==> config.mk <==
export PLATFORM = sky130hd
export DESIGN_NAME = addsub_serial_flat
export DESIGN_NICKNAME = d
export VERILOG_FILES = /design/src/rtl/addsub_serial_if.sv /design/src/rtl/addsub_serial.sv /design/src/flat_wrapper.sv
export SDC_FILE = /design/constraint.sdc
export NUM_CORES = 1
export LEC_CHECK = 0
export ABC_AREA = 1
export BUFFER_PORTS_ARGS = -buffer_cell sky130_fd_sc_hd__buf_4
export CAP_MARGIN = 0
export CELL_PAD_IN_SITES_DETAIL_PLACEMENT = 0
export CELL_PAD_IN_SITES_GLOBAL_PLACEMENT = 1
export CORE_ASPECT_RATIO = 0.7
export CORE_UTILIZATION = 38
export DETAILED_ROUTE_END_ITERATION = 16
export GPL_TIMING_DRIVEN = 0
export PLACE_DENSITY = 0.82
export SETUP_SLACK_MARGIN = 0.05
export SLEW_MARGIN = 10
export SYNTH_ARGS = -nofsm -noshare
export SYNTH_HDL_FRONTEND = slang
export SYNTH_SLANG_ARGS = --single-unit
export TNS_END_PERCENT = 1
==> constraint.sdc <==
create_clock -name clk -period 2.03 [get_ports clk]
set_clock_uncertainty 0.15 [all_clocks]
set_input_delay 0.406 -clock clk [delete_from_list [all_inputs] [get_ports clk]]
set_output_delay 0.406 -clock clk [all_outputs]
set_load 0.02 [all_outputs]
==> src/rtl/addsub_serial_if.sv <==
// rtl/addsub_serial_if.sv - start/operand/result bundle for the serial adder-subtractor
interface addsub_serial_if #(
  parameter int WIDTH = 8
);
  logic             en;
  logic             sub;
  logic [WIDTH-1:0] a;
  logic [WIDTH-1:0] b;
  logic             busy;
  logic             done;
  logic [WIDTH-1:0] out;
  logic             cout;
  logic             ovf;

  modport master (output en, sub, a, b, input busy, done, out, cout, ovf);
  modport slave  (input en, sub, a, b, output busy, done, out, cout, ovf);
endinterface

==> src/rtl/addsub_serial.sv <==
// rtl/addsub_serial.sv - digit-serial two's-complement adder/subtractor, DIGIT bits per cycle
module addsub_serial #(
  parameter int WIDTH = 8,
  parameter int DIGIT = 1
) (
  input  logic           clk,
  input  logic           rst,
  addsub_serial_if.slave bus
);
  localparam int N  = WIDTH / DIGIT;
  localparam int CW = (N > 1) ? $clog2(N) : 1;

  typedef enum logic [1:0] {IDLE, ADD, DONE} state_t;

  state_t           state;
  logic [CW-1:0]    count;
  logic             carry;
  logic [WIDTH-1:0] a_reg;
  logic [WIDTH-1:0] b_reg;
  logic [WIDTH-1:0] out_q;
  logic             cout_q;
  logic             ovf_q;
  logic             done_q;
  logic             busy_q;
  logic [DIGIT:0]   dsum;

  assign dsum = {1'b0, a_reg[DIGIT-1:0]} + {1'b0, b_reg[DIGIT-1:0]} + {{DIGIT{1'b0}}, carry};

  always_ff @(posedge clk) begin
    if (rst) begin
      state  <= IDLE;
      count  <= '0;
      carry  <= 1'b0;
      a_reg  <= '0;
      b_reg  <= '0;
      out_q  <= '0;
      cout_q <= 1'b0;
      ovf_q  <= 1'b0;
      done_q <= 1'b0;
      busy_q <= 1'b0;
    end else begin
      case (state)
        IDLE: begin
          if (bus.en) begin
            a_reg  <= bus.a;
            b_reg  <= bus.sub ? ~bus.b : bus.b;
            carry  <= bus.sub;
            out_q  <= '0;
            count  <= '0;
            cout_q <= 1'b0;
            ovf_q  <= 1'b0;
            busy_q <= 1'b1;
            state  <= ADD;
          end
        end
        ADD: begin
          a_reg <= a_reg >> DIGIT;
          b_reg <= b_reg >> DIGIT;
          out_q <= (out_q >> DIGIT) | (WIDTH'(dsum[DIGIT-1:0]) << (WIDTH - DIGIT));
          carry <= dsum[DIGIT];
          count <= count + CW'(1);
          if (count == CW'(N - 1)) begin
            // carry into the MSB is recovered as a^b^sum at bit DIGIT-1 of the top digit
            cout_q <= dsum[DIGIT];
            ovf_q  <= a_reg[DIGIT-1] ^ b_reg[DIGIT-1] ^ dsum[DIGIT-1] ^ dsum[DIGIT];
            done_q <= 1'b1;
            state  <= DONE;
          end
        end
        DONE: begin
          done_q <= 1'b0;
          busy_q <= 1'b0;
          state  <= IDLE;
        end
        default: begin
          done_q <= 1'b0;
          busy_q <= 1'b0;
          state  <= IDLE;
        end
      endcase
    end
  end

  assign bus.busy = busy_q;
  assign bus.done = done_q;
  assign bus.out  = out_q;
  assign bus.cout = cout_q;
  assign bus.ovf  = ovf_q;
endmodule

==> src/flat_wrapper.sv <==
// flat-port wrapper written by rule: the top's interface ports become plain ports
module addsub_serial_flat 
#(
  parameter int WIDTH = 8,
  parameter int DIGIT = 1
)
  (clk, rst, bus_en, bus_sub, bus_a, bus_b, bus_busy, bus_done, bus_out, bus_cout, bus_ovf);
  addsub_serial_if #(.WIDTH(WIDTH)) bus_i ();
  input  logic clk;
  input  logic rst;
  input wire logic [$bits(bus_i.en)-1:0] bus_en;
  input wire logic [$bits(bus_i.sub)-1:0] bus_sub;
  input wire logic [$bits(bus_i.a)-1:0] bus_a;
  input wire logic [$bits(bus_i.b)-1:0] bus_b;
  output wire logic [$bits(bus_i.busy)-1:0] bus_busy;
  output wire logic [$bits(bus_i.done)-1:0] bus_done;
  output wire logic [$bits(bus_i.out)-1:0] bus_out;
  output wire logic [$bits(bus_i.cout)-1:0] bus_cout;
  output wire logic [$bits(bus_i.ovf)-1:0] bus_ovf;
  assign bus_i.en = bus_en;
  assign bus_i.sub = bus_sub;
  assign bus_i.a = bus_a;
  assign bus_i.b = bus_b;
  assign bus_busy = bus_i.busy;
  assign bus_done = bus_i.done;
  assign bus_out = bus_i.out;
  assign bus_cout = bus_i.cout;
  assign bus_ovf = bus_i.ovf;
  addsub_serial #(.WIDTH(WIDTH), .DIGIT(DIGIT)) u_core (.clk(clk), .rst(rst), .bus(bus_i));
endmodule
==> impl_metrics.csv <==
group,metric,value,unit
layout,final_core_util,50.1,%
flow_run,timing.max_cap.violations,0,
logic_synthesis,syn-mean-instance-area,6.55,um^2
placed_design,hpwl,2860,um
routing,post_drt_wl_per_cell,11.3,um
logic_synthesis,syn-num-nets,277,
floorplan,top_level_ports,32,
global_routing,first_global_vias,1420,
placed_design,buffer_ports.inserted,30,
status,outcome,"complete, no violations",
clock_network,clkSlewWorstSetupHoldPaths,0.07,ns
floorplan,std_cell_rows,19,
layout,ratio_of_cells_with_drive_above_1_in_the_final_layout,16.6,%
floorplan,start_util,40.9,%
logic_synthesis,synth.distinct_cells,21,
sta,final_hold_viol_count,0,
logic_synthesis,netlist_instances,254,
sta,setup_viol_count_final,0,
logic_synthesis,synth_largest_type_area_fraction,40.9,%
routing,antenna_violating_nets_post_route,0,
clock_network,h_tree_levels,2,
routing,vias_after_detailed_routing,1608,
placed_design,placement.cell_area,1950,um^2
clock_network,cts_made_buffers,5,
layout,diodes,0,
pwr,static-leakage-power,1.03,nW
sta,grt_setup_unrepaired,"no",
global_routing,overall_routing_resource_usage,19.5,%
layout,post_layout_nonfiller_instances,342,
sta,timing.final.crit_period,1.62,ns
clock_network,cts_sinks,34,
layout,flow.area_growth_from_synthesis,22.4,%
layout,fill_cells,418,
global_routing,global_route.overflow_total,0,
critical_path,startpoint_type,"flip-flop",
critical_path,critPathRequiredTime,2.06,ns
layout,final_cell_area,2040,um^2
global_routing,grt_antenna_before_repair,0,
sta,holdWs,0.169,ns
clock_network,cts-resized-gates,0,
placed_design,dp_cells,336,
sta,timing.max_slew.rel_slack,63.1,%
clock_network,postCtsSetupBuffers,0,
sta,finalCritPeriodShare,79.9,%
clock_network,cts_root_buffer,"sky130_fd_sc_hd__clkbuf_8",
sta,timing.fmax,617,MHz
placed_design,gp_routability_congestion,0.796,
global_routing,pin_count_of_the_biggest_net_entering_global_routing,11,
layout,layout_commonest_cell,"sky130_fd_sc_hd__nand2_1",
routing,drt_pre_antenna_iters,4,
clock_network,ctsHoldBuffers,0,
global_routing,grt_first_pass_wirelength,6740,um
floorplan,design.die.area,4650,um^2
logic_synthesis,synth_area_leaders,"sky130_fd_sc_hd__dfxtp_1 (41%), sky130_fd_sc_hd__nand2_1 (19%), sky130_fd_sc_hd__nand3_1 (12%)",
logic_synthesis,synth_area,1660,um^2
sta,timing_max_transition_violations_final,0,
routing,drcViolationCount,0,
sta,setup_tns,0,ns
clock_network,ctsLongestPathBuffers,2,
pwr,power_density_over_the_cells,707,nW/um^2
logic_synthesis,ys_seq_elements,34,
clock_network,clock_latency,0.28,ns
floorplan,height_of_the_die,57.3,um
floorplan,die-width,81.1,um
clock_network,cts_tree,"done",
pwr,irDropWorstVdd,0.492,mV
logic_synthesis,post-synth-top-area-cell,"sky130_fd_sc_hd__dfxtp_1",
logic_synthesis,yosysWarningCount,0,
worst_hold_path,hold_path.class,"in -> reg",
logic_synthesis,synth-seq-area-share,40.9,%
critical_path,path_max_fanout,5,
critical_path,critical_path_arrival,1.65,ns
routing,wl,3860,um
sta,timing_worst_slew_pin_value,0.554,ns
floorplan,core_footprint,4070,um^2
routing,viasPerCell,4.70,
layout,nets,314,
layout,layout.cells.most_common_list,"sky130_fd_sc_hd__nand2_1 (85), sky130_fd_sc_hd__nand3_1 (40), sky130_fd_sc_hd__dfxtp_1 (34), sky130_fd_sc_hd__buf_4 (31), sky130_fd_sc_hd__nor2_1 (29)",
routing,initialDrtViolationCount,59,
critical_path,setup_crit_path_kind,"reg -> reg",
critical_path,endpoint_kind,"flip-flop",
[synthesized netlist by cell type]
| library cell | count |
|---|---|
| sky130_fd_sc_hd__ha_1 | 2 |
| sky130_fd_sc_hd__o21ai_0 | 1 |
| sky130_fd_sc_hd__fa_1 | 1 |
| sky130_fd_sc_hd__nor2_2 | 1 |
| sky130_fd_sc_hd__clkinv_1 | 1 |
| sky130_fd_sc_hd__buf_6 | 2 |
| sky130_fd_sc_hd__buf_2 | 4 |
| sky130_fd_sc_hd__nand3_1 | 40 |
| sky130_fd_sc_hd__nor2_1 | 29 |
| sky130_fd_sc_hd__a21oi_1 | 16 |
| sky130_fd_sc_hd__inv_4 | 1 |
| sky130_fd_sc_hd__o21bai_1 | 1 |
| sky130_fd_sc_hd__buf_4 | 1 |
| sky130_fd_sc_hd__clkbuf_1 | 3 |
| sky130_fd_sc_hd__nor3_2 | 1 |
| sky130_fd_sc_hd__inv_2 | 1 |
| sky130_fd_sc_hd__nand2_1 | 85 |
| sky130_fd_sc_hd__inv_1 | 28 |
| sky130_fd_sc_hd__xor2_1 | 1 |
| sky130_fd_sc_hd__dfxtp_1 | 34 |
| sky130_fd_sc_hd__nand2_4 | 1 |
[layout make-up]
cell class                      count  area, um^2  share of cell area, %
Multi-Input combinational cell    179         802                   39.4
Sequential cell                    34         681                   33.4
Timing Repair Buffer               30         225                   11.1
Inverter                           31         119                   5.84
Clock buffer                        6        82.6                   4.06
Tap cell                           52        65.1                   3.20
Buffer                             10        61.3                   3.01
[path summary, 6_finish.rpt]
| path | startpoint | endpoint | depth (start not counted) | slack (ns) |
|---|---|---|---|---|
| worst max-delay path | u_core.b_reg[0] | u_core.bus.ovf | 8 | 0.41 |
| worst min-delay path | rst | u_core.count[2] | 2 | 0.17 |
| worst max register to register | u_core.b_reg[0] | u_core.bus.ovf | 8 | 0.41 |
| worst min register to register | u_core.bus.busy | u_core.bus.busy | 2 | 0.30 |
[per-stage QoR]
step | worst slack (ns) | power [mW]
after floorplan | 0.532 | 0.887
after detailed placement | 0.407 | 0.969
after global routing | 0.343 | 1.52
after CTS | 0.406 | 1.46
after global placement | 0.416 | 0.967
final | 0.408 | 1.44
[power by group]
part / internal [mW] / total [mW] / leakage, nW / switching (mW)
registers: 0.697 / 0.718 / 0.277 / 0.0207
clock network: 0.261 / 0.487 / 0.0431 / 0.226
logic: 0.0935 / 0.234 / 0.713 / 0.141
total: 1.05 / 1.44 / 1.03 / 0.387
[cells by family (layout without fill, tap and decap cells)]
kind of cell,count (synthesis),count (layout),synth area share [%]
adder cells (fa/ha/maj),3,3,2.71
buffers and inverters,41,77,10.8
flip-flops,34,34,40.9
AND/OR/NAND/NOR,157,157,39.4
XOR/XNOR,1,1,0.527
AO/OA/AOI/OAI,18,18,5.57
[per-layer routing]
layer	vias up	global-route usage (%)	wire [um]
li1	864	-	-
met1	715	29.1	2080
met2	23	26.7	1610
met3	6	5.44	149
met4	0	6.89	33
met5	-	0	0
[critical path, cell delays in order, from the launching register on]
cell                      delay [ns]
sky130_fd_sc_hd__dfxtp_1        0.36
sky130_fd_sc_hd__fa_1           0.64
sky130_fd_sc_hd__nand2_1        0.09
sky130_fd_sc_hd__inv_1          0.06
sky130_fd_sc_hd__nor2_1         0.03
sky130_fd_sc_hd__nand2_1        0.05
sky130_fd_sc_hd__nand2_1        0.05
sky130_fd_sc_hd__nand2_1        0.05
sky130_fd_sc_hd__nand2_1        0.04
(Power assumes the default switching activity.)
